## src/rtl/mem_access_unit.sv

```systemverilog
// Load/store front end that turns byte-addressed CPU requests into word-index memory accesses.
// Optional MEM_ACCESS_STATS_EN adds completed-load/store/error counters.
module mem_access_unit #(
  parameter int unsigned ADDR_W = 10
) (
  input  logic              clk,
  input  logic              reset,
  input  logic              req_valid,
  output logic              req_ready,
  input  logic              req_write,
  input  logic [1:0]        req_size,
  input  logic              req_unsigned,
  input  logic [31:0]       req_addr,
  input  logic [31:0]       req_wdata,
  output logic              rsp_valid,
  output logic [31:0]       rsp_rdata,
  output logic              rsp_err,
  output logic [31:0]       dm_addr,
  output logic [31:0]       dm_wdata,
  output logic              dm_MemWrite,
  output logic              dm_MemRead,
  input  logic [31:0]       dm_rdata
`ifdef MEM_ACCESS_STATS_EN
  ,
  output logic [31:0]       stat_loads,
  output logic [31:0]       stat_stores,
  output logic [31:0]       stat_errs
`endif
);

  typedef enum logic [2:0] {StIdle, StLoad, StStore, StRmwRd, StRmwWr, StResp} state_e;

  state_e            state_q, state_d;
  logic              write_q, write_d;
  logic [1:0]        size_q, size_d;
  logic              uns_q, uns_d;
  logic [1:0]        lane_q, lane_d;
  logic [31:0]       wdata_q, wdata_d;
  logic              err_q, err_d;
  logic [31:0]       rdata_q, rdata_d;
  logic [ADDR_W-1:0] addr_q, addr_d;
  logic [31:0]       merge_q, merge_d;

  logic        req_err;
  logic [7:0]  ld_byte;
  logic [15:0] ld_half;
  logic [31:0] ld_ext;
  logic [4:0]  shamt;
  logic [31:0] lane_mask;
  logic [31:0] merged;

  assign req_err = (req_size == 2'd3)
                || (req_size == 2'd1 && req_addr[0])
                || (req_size == 2'd2 && req_addr[1:0] != 2'd0)
                || ((req_addr >> (ADDR_W + 2)) != 32'd0);

  always_comb begin
    ld_byte = dm_rdata[7:0];
    unique case (lane_q)
      2'd0: ld_byte = dm_rdata[7:0];
      2'd1: ld_byte = dm_rdata[15:8];
      2'd2: ld_byte = dm_rdata[23:16];
      2'd3: ld_byte = dm_rdata[31:24];
      default: ld_byte = dm_rdata[7:0];
    endcase
    ld_half = lane_q[1] ? dm_rdata[31:16] : dm_rdata[15:0];
    unique case (size_q)
      2'd0:    ld_ext = {{24{ld_byte[7] & ~uns_q}}, ld_byte};
      2'd1:    ld_ext = {{16{ld_half[15] & ~uns_q}}, ld_half};
      default: ld_ext = dm_rdata;
    endcase
  end

  // Sub-word store merge: replace the addressed lane(s) of the word just read.
  assign shamt     = {lane_q, 3'b000};
  assign lane_mask = ((size_q == 2'd1) ? 32'h0000_FFFF : 32'h0000_00FF) << shamt;
  assign merged    = (dm_rdata & ~lane_mask) | ((wdata_q << shamt) & lane_mask);

  always_comb begin
    state_d = state_q;
    write_d = write_q;
    size_d  = size_q;
    uns_d   = uns_q;
    lane_d  = lane_q;
    wdata_d = wdata_q;
    err_d   = err_q;
    rdata_d = rdata_q;
    addr_d  = addr_q;
    merge_d = merge_q;
    unique case (state_q)
      StIdle: begin
        if (req_valid) begin
          write_d = req_write;
          size_d  = req_size;
          uns_d   = req_unsigned;
          lane_d  = req_addr[1:0];
          wdata_d = req_wdata;
          err_d   = req_err;
          rdata_d = 32'd0;
          if (req_err) begin
            state_d = StResp;
          end else begin
            addr_d = req_addr[ADDR_W+1:2];
            if (!req_write) begin
              state_d = StLoad;
            end else if (req_size == 2'd2) begin
              merge_d = req_wdata;
              state_d = StStore;
            end else begin
              state_d = StRmwRd;
            end
          end
        end
      end
      StLoad: begin
        rdata_d = ld_ext;
        state_d = StResp;
      end
      StStore: state_d = StResp;
      StRmwRd: begin
        merge_d = merged;
        state_d = StRmwWr;
      end
      StRmwWr: state_d = StResp;
      StResp:  state_d = StIdle;
      default: state_d = StIdle;
    endcase
  end

  always_ff @(posedge clk) begin
    if (reset) begin
      state_q <= StIdle;
      write_q <= 1'b0;
      size_q  <= 2'd0;
      uns_q   <= 1'b0;
      lane_q  <= 2'd0;
      wdata_q <= 32'd0;
      err_q   <= 1'b0;
      rdata_q <= 32'd0;
      addr_q  <= '0;
      merge_q <= 32'd0;
    end else begin
      state_q <= state_d;
      write_q <= write_d;
      size_q  <= size_d;
      uns_q   <= uns_d;
      lane_q  <= lane_d;
      wdata_q <= wdata_d;
      err_q   <= err_d;
      rdata_q <= rdata_d;
      addr_q  <= addr_d;
      merge_q <= merge_d;
    end
  end

  assign req_ready   = (state_q == StIdle);
  assign rsp_valid   = (state_q == StResp) && !reset;
  assign rsp_rdata   = rdata_q;
  assign rsp_err     = err_q;
  assign dm_addr     = {{(32 - ADDR_W){1'b0}}, addr_q};
  assign dm_wdata    = merge_q;
  assign dm_MemRead  = (state_q == StLoad) || (state_q == StRmwRd);
  // A reset landing on a write cycle must not corrupt memory.
  assign dm_MemWrite = ((state_q == StStore) || (state_q == StRmwWr)) && !reset;

`ifdef MEM_ACCESS_STATS_EN
  logic [31:0] loads_q, stores_q, errs_q;

  always_ff @(posedge clk) begin
    if (reset) begin
      loads_q  <= 32'd0;
      stores_q <= 32'd0;
      errs_q   <= 32'd0;
    end else if (state_q == StResp) begin
      if (err_q) begin
        errs_q <= errs_q + 32'd1;
      end else if (write_q) begin
        stores_q <= stores_q + 32'd1;
      end else begin
        loads_q <= loads_q + 32'd1;
      end
    end
  end

  assign stat_loads  = loads_q;
  assign stat_stores = stores_q;
  assign stat_errs   = errs_q;
`endif

endmodule

```

## config.mk

```make
export PLATFORM = sky130hd
export DESIGN_NAME = mem_access_unit
export DESIGN_NICKNAME = d
export VERILOG_FILES = /design/src/rtl/mem_access_unit.sv
export SDC_FILE = /design/constraint.sdc
export NUM_CORES = 1
export LEC_CHECK = 0
export CORE_UTILIZATION = 25
export DETAILED_ROUTE_END_ITERATION = 7
export PLACE_DENSITY = 0.63
export SYNTH_ARGS = -nofsm -noshare
export SYNTH_HDL_FRONTEND = slang
export SYNTH_SLANG_ARGS = --single-unit
```

## constraint.sdc

```tcl
create_clock -name clk -period 7 [get_ports clk]
set_input_delay 1.4 -clock clk [delete_from_list [all_inputs] [get_ports clk]]
set_output_delay 1.4 -clock clk [all_outputs]
set_load 0.005 [all_outputs]
```

Word-level counts from Yosys, hierarchy flattened
Index checks and enable logic that the tools add are counted.

operators by class
  muxes and demuxes = 16
  reductions and logical operators = 22
  bitwise gates (word level) = 8
  shift operators = 2
  equal/unequal tests = 16

operators with widths
  kind                  count
  $pmux W32 S2          3
  $mux W32              5
  $and A32 B32 Y32      2
  $mux W16              2
  $not A32 Y32          1
  $or A32 B32 Y32       1
  $pmux W8 S4           1
  $reduce_bool A32 Y1   1
  $shl A16 B5 Y32       1
  $shl A32 B5 Y32       1
  $pmux W3 S3           1
  $eq A2 B2 Y1 const B  4
  $eq A2 B1 Y1 const B  3
  $eq A3 B2 Y1 const B  2
  $eq A3 B3 Y1 const B  2
  $mux W3               2
  $reduce_bool A2 Y1    3
  $logic_or A1 B1 Y1    5
  $reduce_and A5 Y1     1
  $logic_and A1 B1 Y1   4
  $logic_not A2 Y1      2
  $ne A2 B1 Y1 const B  2
  $ne A2 B2 Y1 const B  2
  $reduce_and A2 Y1     2
  other kinds (9)       11

word-level totals
  register bits after elaboration = 115
  output and inout port bits = 101
  logic and storage cells = 73
  input bits = 103

Longest topological paths before layout
Gate-level depths: netlist of run 1.

  depth in word-level cells = 8
  mapped depth = 8

Least setup slack after synthesis of run 1
OpenSTA, ideal clock, no wires.

  path type = input-to-output
  start point = in reset
  end point = out dm_MemWrite
  stages = 3
  path slack = 3.574 ns
  data arrival time = 2.026 ns
  data required time = 5.600 ns
  path through = clkbuf_1 > clkbuf_1 > nor3_1

on the way
  cells in the longest elaborated chain, start to end = 2

RTL lines
  item                 line  source
  start, declared      7     input logic reset,
  $logic_not A1 Y1     164   assign dm_MemWrite = ((state_q == StStore) || (state_q == StRmwWr)) && !reset;
  $logic_and A1 B1 Y1  164
  end, declared        20    output logic dm_MemWrite,

Every way passes these cells.

Worst setup path in the final report of run 1
  start point = in req_valid
  end point = reg merge_q[29], in the netlist dm_wdata[29]

on the way
  cells in the longest elaborated chain, start to end = 2

RTL lines
  item                         line  source
  start, declared              8     input logic req_valid,
  $ne A2 B2 Y1 (no line)       -
  $reduce_and A5 Y1 (no line)  -
  end signal, assigned         152   merge_q <= merge_d;
  end, declared                42    logic [31:0] merge_q, merge_d;

Every way passes these cells.
A chain may end at the register's enable or synchronous reset.

==> results of run 1 <==
==> layer usage <==
layer,vias up,global-route usage (%),share of wire (%)
met1,2517,23.8,46
met5,-,0,0
met3,38,3.90,7.4
met4,0,6.34,2.5
li1,2596,-,-
met2,262,26.8,44
==> sequential cells by signal (all words and copies together), names as in the netlist <==
name	flops
addr_q	10
dm_wdata	32
lane_q	2
rsp_err	1
rsp_rdata	32
size_q	2
state_q	3
uns_q	1
wdata_q	16
==> worst register-to-register path, cell delays in order (launching register included) <==
cell	delay, ns
dfxtp_1	0.40
or4b_4	0.74
or2_4	0.33
nor4_4	0.48
buf_4	0.38
nor3_1	0.10
a211oi_1	0.23
==> layout by cell type (no fill, tap or decap), types with 15 or more instances in the layout <==
master / Yosys / final
a22o_1: 16 / 16
nand2b_1: 23 / 23
dfxtp_1: 99 / 99
nor3_1: 39 / 39
a31oi_1: 18 / 18
clkdlybuf4s50_1: 0 / 180
nand3_1: 15 / 15
a21oi_1: 67 / 67
o21ai_0: 35 / 35
nand2_1: 88 / 88
conb_1: 1 / 22
mux2_2: 15 / 15
a211oi_1: 15 / 15
nor2_1: 25 / 25
==> power by group <==
part,total [mW],switching (mW),internal (mW)
Combinational,0.253,0.120,0.133
Clock,0.545,0.230,0.315
Sequential,0.606,0.0194,0.587
Total,1.40,0.370,1.03
==> Yosys cell counts, types with 11 or more instances <==
master,n
a31oi_1,18
a211oi_1,15
dfxtp_1,99
nand3_1,15
nor2_1,25
o22ai_1,11
nand2_1,88
nand2b_1,23
mux2_2,15
a22o_1,16
a21oi_1,67
buf_4,23
mux2i_1,12
o21ai_0,35
clkbuf_1,44
nor3_1,39
a221oi_1,11
==> cell families after synthesis <==
| group | Yosys count | share of synthesized area, % |
|---|---|---|
| AO/OA/AOI/OAI | 204 | 24.7 |
| XOR/XNOR | 1 | 0.164 |
| adder cells (fa/ha/maj) | 1 | 0.188 |
| buffers and inverters | 90 | 9.05 |
| flip-flops | 99 | 37.1 |
| multiplexers | 33 | 7.95 |
| other | 1 | 0.0703 |
| AND/OR/NAND/NOR | 225 | 20.8 |
==> how the worst max path moves through the flow <==
stage	slack, ns	depth (start not counted)	start	end
detailed placement	2.81	7	req_valid	dm_wdata[29]
finish	3.17	7	req_valid	dm_wdata[29]
floorplan	3.57	3	reset	dm_MemWrite
CTS	3.16	3	reset	rsp_valid
global placement	2.94	6	req_valid	dm_wdata[28]
global route	3.02	7	req_valid	dm_wdata[23]
==> final cells by class <==
type	count	area share, %
multi-input cells	486	39.4
flip-flops and latches	99	26.4
repair buffers	193	25.3
well taps	275	4.58
clock buffers	10	3.05
clock inverters	5	1.17
inverters	4	0.200
==> flow_metrics.py, run 1 <==
metrics = {
    "sta": {
        "fin_skew_ns": 0.00964,
        "slew_headroom_pct": 21.5,
        "timing.hold.ws_ns": 0.457,
        "max_slew.worst_pin.slew_ns": 1.17,
        "hold_viol": 0,
        "setup_slack_ns": 3.17,
        "setup_viol": 0,
        "rsz0062_at_grt": "false",
        "finalSetupTns_ns": 0,
        "fmax_ghz": 0.261,
        "fin_crit_ns": 3.83,
        "slew_viol_final": 0,
        "fin_crit_sh_pct": 54.6,
    },
    "layout": {
        "area_delta_synth_final_pct": 40.8,
        "seqCellArea_sq_mm": 0.00198,
        "drive_above_1_share_pct": 7.78,
        "utilization_pct": 35.8,
        "fin_cells": 1072,
        "nFillCells": 2186,
        "final_net_count": 896,
        "multi_input_area_sq_mm": 0.00296,
        "antenna_cells": 0,
        "finish.instance_area_sq_mm": 0.00751,
    },
    "die": {
        "die_width_um": 148,
        "start_util_pct": 25.5,
        "coreArea_sq_mm": 0.0210,
        "io_pins": 204,
        "die_h_um": 148,
        "dieArea_sq_mm": 0.0219,
        "row_count": 53,
    },
    "yosys": {
        "async_reset_ff_share_pct": 0,
        "yosysTopAreaCellShare_pct": 37.1,
        "seq_area_frac_synth_pct": 37.1,
        "synth_top_cell_by_area": "dfxtp_1",
        "synthFlopType": "dfxtp_1",
        "netlist_area_sq_mm": 0.00534,
        "synthCells": 654,
        "synth_edf_count": 0,
        "yosysWarnings": 0,
        "synth_area_leaders": "dfxtp_1 37%, a21oi_1 6.3%, nand2_1 6.2%",
        "synth_cell_type_count": 52,
        "synth_area_per_cell_sq_um": 8.16,
        "ys_seq_elements": 99,
    },
    "clocking": {
        "cts_buffers": 9,
        "cts_tree": "yes",
        "cts_setup_buffers": 0,
        "clock_path_buffers": 2,
        "clk_latency_ns": 0.35,
        "ctsResizeCount": 0,
        "ctsHoldBuffers": 0,
        "path_clk_slew_ns": 0.07,
        "htreeDepth": 3,
        "cts_sinks": 99,
        "clockRootBuffer": "clkbuf_16",
    },
    "critical_path": {
        "critPathSlowestCell": "or4b_4",
        "r2r_start": "state_q[2]",
        "crit_path_max_fanout": 24,
        "crit_type": "in2reg",
        "reg2reg_depth": 6,
        "critPathBufInv": 2,
        "path_delay_family": "simple AND/OR/NAND/NOR gates",
        "worstSetupEndpointType": "register",
        "r2r_slack_ns": 4.26,
        "r2r_end": "dm_wdata[29]",
        "crit_path_start_kind": "input port",
        "required_ns": 7.27,
        "cp_slowest_stage_delay_ns": 0.65,
        "arrival_ns": 4.09,
        "crit_chain": "clkdlybuf4s50_1, or4b_4, or2_4, nor4_4, buf_4, nor3_1, a211oi_1",
    },
    "run": {
        "drv_cap": 0,
    },
    "status": {
        "outcome": "completed",
    },
    "routing": {
        "viasPerCell": 5.05,
        "ant_nets": 0,
        "remaining_drc_errors": 0,
        "num_vias": 5413,
        "routed_wl_mm": 19.3,
        "drtPass1Iterations": 5,
        "drt-initial-drc-count": 563,
        "wire_per_inst_um": 18.0,
    },
    "placement": {
        "placed_area_sq_mm": 0.00719,
        "portBuffers": 181,
        "gp_congestion": 0.829,
        "hpwl_mm": 14.3,
        "place_ws_ns": 2.81,
        "numPlacedInstances": 1057,
    },
    "worst_hold_path": {
        "hold_path_depth": 1,
        "hold_path.startpoint": "rsp_rdata[10]",
        "worstHoldPathType": "reg2reg",
        "holdPathEnd": "rsp_rdata[10]",
    },
    "power": {
        "power_mw": 1.40,
        "ir_worst_vdd_uv": 159,
        "leakagePower_nw": 2.61,
        "p_per_area_mw_per_mm2": 187,
    },
    "grt": {
        "grt_pass1_vias": 5108,
        "antenna_found_initial": 0,
        "overflow": 0,
        "grt_max_degree": 65,
        "gr-usage-all-layers_pct": 17.5,
        "grt_pass1_wl_mm": 29.1,
    },
}
(Power assumes the default switching activity.)
==> run 2, diff against run 1 <==
==> constraint.sdc (replaced) <==
create_clock -name clk -period 4 [get_ports clk]
set_input_delay 0.8 -clock clk [delete_from_list [all_inputs] [get_ports clk]]
set_output_delay 0.8 -clock clk [all_outputs]
set_load 0.005 [all_outputs]
==> flow_metrics.py, run 2 (synthesized netlist as in run 1, its figures left out) <==
metrics = {
    "critical_path": {
        "crit_path_start_kind": "input port",
        "required_ns": 4.23,
        "arrival_ns": 3.34,
        "crit_type": "in2reg",
        "worstSetupEndpointType": "register",
        "critPathSlowestCell": "or4b_4",
        "cp_slowest_stage_delay_ns": 0.65,
        "crit_path_max_fanout": 23,
        "crit_chain": "clkdlybuf4s50_1, or4b_4, or2_4, or4_4, nand2_4, a211oi_1",
    },
    "sta": {
        "hold_viol": 0,
        "fmax_ghz": 0.321,
        "max_slew.worst_pin.slew_ns": 1.05,
        "setup_viol": 0,
        "fin_crit_ns": 3.12,
        "finalSetupTns_ns": 0,
        "fin_skew_ns": 0.0107,
        "rsz0062_at_grt": "false",
        "fin_crit_sh_pct": 77.9,
        "slew_headroom_pct": 30.3,
        "slew_viol_final": 0,
    },
    "layout": {
        "final_common_cell": "clkdlybuf4s50_1",
        "finish.instance_area_sq_mm": 0.00751,
        "drive_above_1_share_pct": 8.36,
        "area_delta_synth_final_pct": 40.8,
        "utilization_pct": 35.8,
        "mostFrequentLayoutCells": "180 x clkdlybuf4s50_1, 99 x dfxtp_1, 88 x nand2_1, 67 x a21oi_1, 39 x nor3_1",
        "fin_cells": 1076,
        "nFillCells": 2199,
        "antenna_cells": 0,
        "final_net_count": 899,
    },
    "die": {
        "dieArea_sq_mm": 0.0219,
        "coreArea_sq_mm": 0.0210,
        "row_count": 53,
        "die_width_um": 148,
        "io_pins": 204,
        "start_util_pct": 25.5,
        "die_h_um": 148,
    },
    "routing": {
        "drtPass1Iterations": 5,
        "ant_nets": 0,
        "wl_met2_mm": 8.90,
        "routed_wl_mm": 19.6,
        "viasPerCell": 5.14,
        "remaining_drc_errors": 0,
        "wl_met3_mm": 1.70,
        "drt-initial-drc-count": 428,
        "dr.max_layer_used": "met4",
        "m1WireLength_mm": 8.49,
        "wire_per_inst_um": 18.2,
        "num_vias": 5536,
    },
    "placement": {
        "portBuffers": 181,
        "numPlacedInstances": 1060,
        "hpwl_mm": 14.5,
        "gp_congestion": 0.833,
        "placed_area_sq_mm": 0.00722,
    },
    "clocking": {
        "clock_path_buffers": 2,
        "ctsResizeCount": 0,
        "cts_sinks": 99,
        "path_clk_slew_ns": 0.08,
        "cts_tree": "yes",
        "clk_latency_ns": 0.36,
        "ctsHoldBuffers": 0,
        "clockRootBuffer": "clkbuf_16",
        "cts_buffers": 9,
        "cts_setup_buffers": 0,
        "htreeDepth": 3,
    },
    "power": {
        "p_per_area_mw_per_mm2": 319,
        "leakagePower_nw": 2.62,
        "ir_worst_vdd_uv": 228,
    },
    "grt": {
        "grt_pass1_wl_mm": 29.2,
        "overflow": 0,
        "gr-usage-all-layers_pct": 17.5,
        "antenna_found_initial": 0,
        "grt_pass1_vias": 5101,
        "grt_max_degree": 59,
    },
    "worst_hold_path": {
        "worstHoldPathType": "reg2reg",
    },
    "status": {
        "outcome": "completed",
    },
    "run": {
        "drv_cap": 0,
    },
}
## run 2: cell count changes in the layout (fill, tap and decap cells not counted)
| cell | delta |
|---|---|
| buf_4 | +3 |
| bufinv_16 | -2 |
| clkinv_4 | +2 |
| inv_8 | +2 |
| clkbuf_1 | -1 |
| clkinvlp_4 | -1 |
| inv_6 | +1 |
## run 2: report_power, final
group          internal (mW)  leakage [nW]  switching [mW]
Sequential              1.03         0.804          0.0425
Clock                  0.442         0.146           0.445
Combinational          0.235          1.67           0.205
Total                   1.70          2.62           0.692
## run 2: path summary, 6_finish.rpt
kind / start / endpoint / slack [ns] / cells after the start
setup / recovery: req_valid / dm_wdata[28] / 0.88 / 6
hold / removal: rsp_rdata[10] / rsp_rdata[10] / 0.45 / 1
setup reg to reg: state_q[2] / dm_wdata[28] / 1.37 / 5
hold reg to reg: rsp_rdata[10] / rsp_rdata[10] / 0.45 / 1
## run 2: cell type report
type                            count  area, sq um  share of cell area, %
Multi-Input combinational cell    486         2960                   39.4
Tap cell                          275          344                   4.58
Clock buffer                        9          225                   3.00
Clock inverter                      7         68.8                  0.916
Timing Repair Buffer              196         1920                   25.6
Sequential cell                    99         1980                   26.4
Inverter                            4         15.0                  0.200
## run 2: routing by layer
layer | global-route usage (%) | vias to the layer above
met3 | 4.02 | 28
met4 | 6.65 | 0
met1 | 23.7 | 2644
li1 | - | 2598
met2 | 26.8 | 266
met5 | 0 | -
## run 2: metrics by stage
| stage | hold slack [ns] | power, mW | setup slack [ns] |
|---|---|---|---|
| 6_report | 0.454 | 2.40 | 0.883 |
| 5_1_grt | 0.480 | 2.49 | 0.824 |
| 4_1_cts | 0.454 | 2.41 | 0.900 |
| 3_5_place_dp | 0.438 | 1.53 | 0.515 |
| 3_3_place_gp | 0.441 | 1.52 | 0.553 |
| 2_1_floorplan | 0.436 | 1.30 | 1.44 |
## run 2: critical path: cells and delay by family
| kind | cells | cell delay (ns) |
|---|---|---|
| AO/OA/AOI/OAI | 1 | 0.13 |
| AND/OR/NAND/NOR | 4 | 1.87 |
| buffers and inverters | 1 | 0.53 |
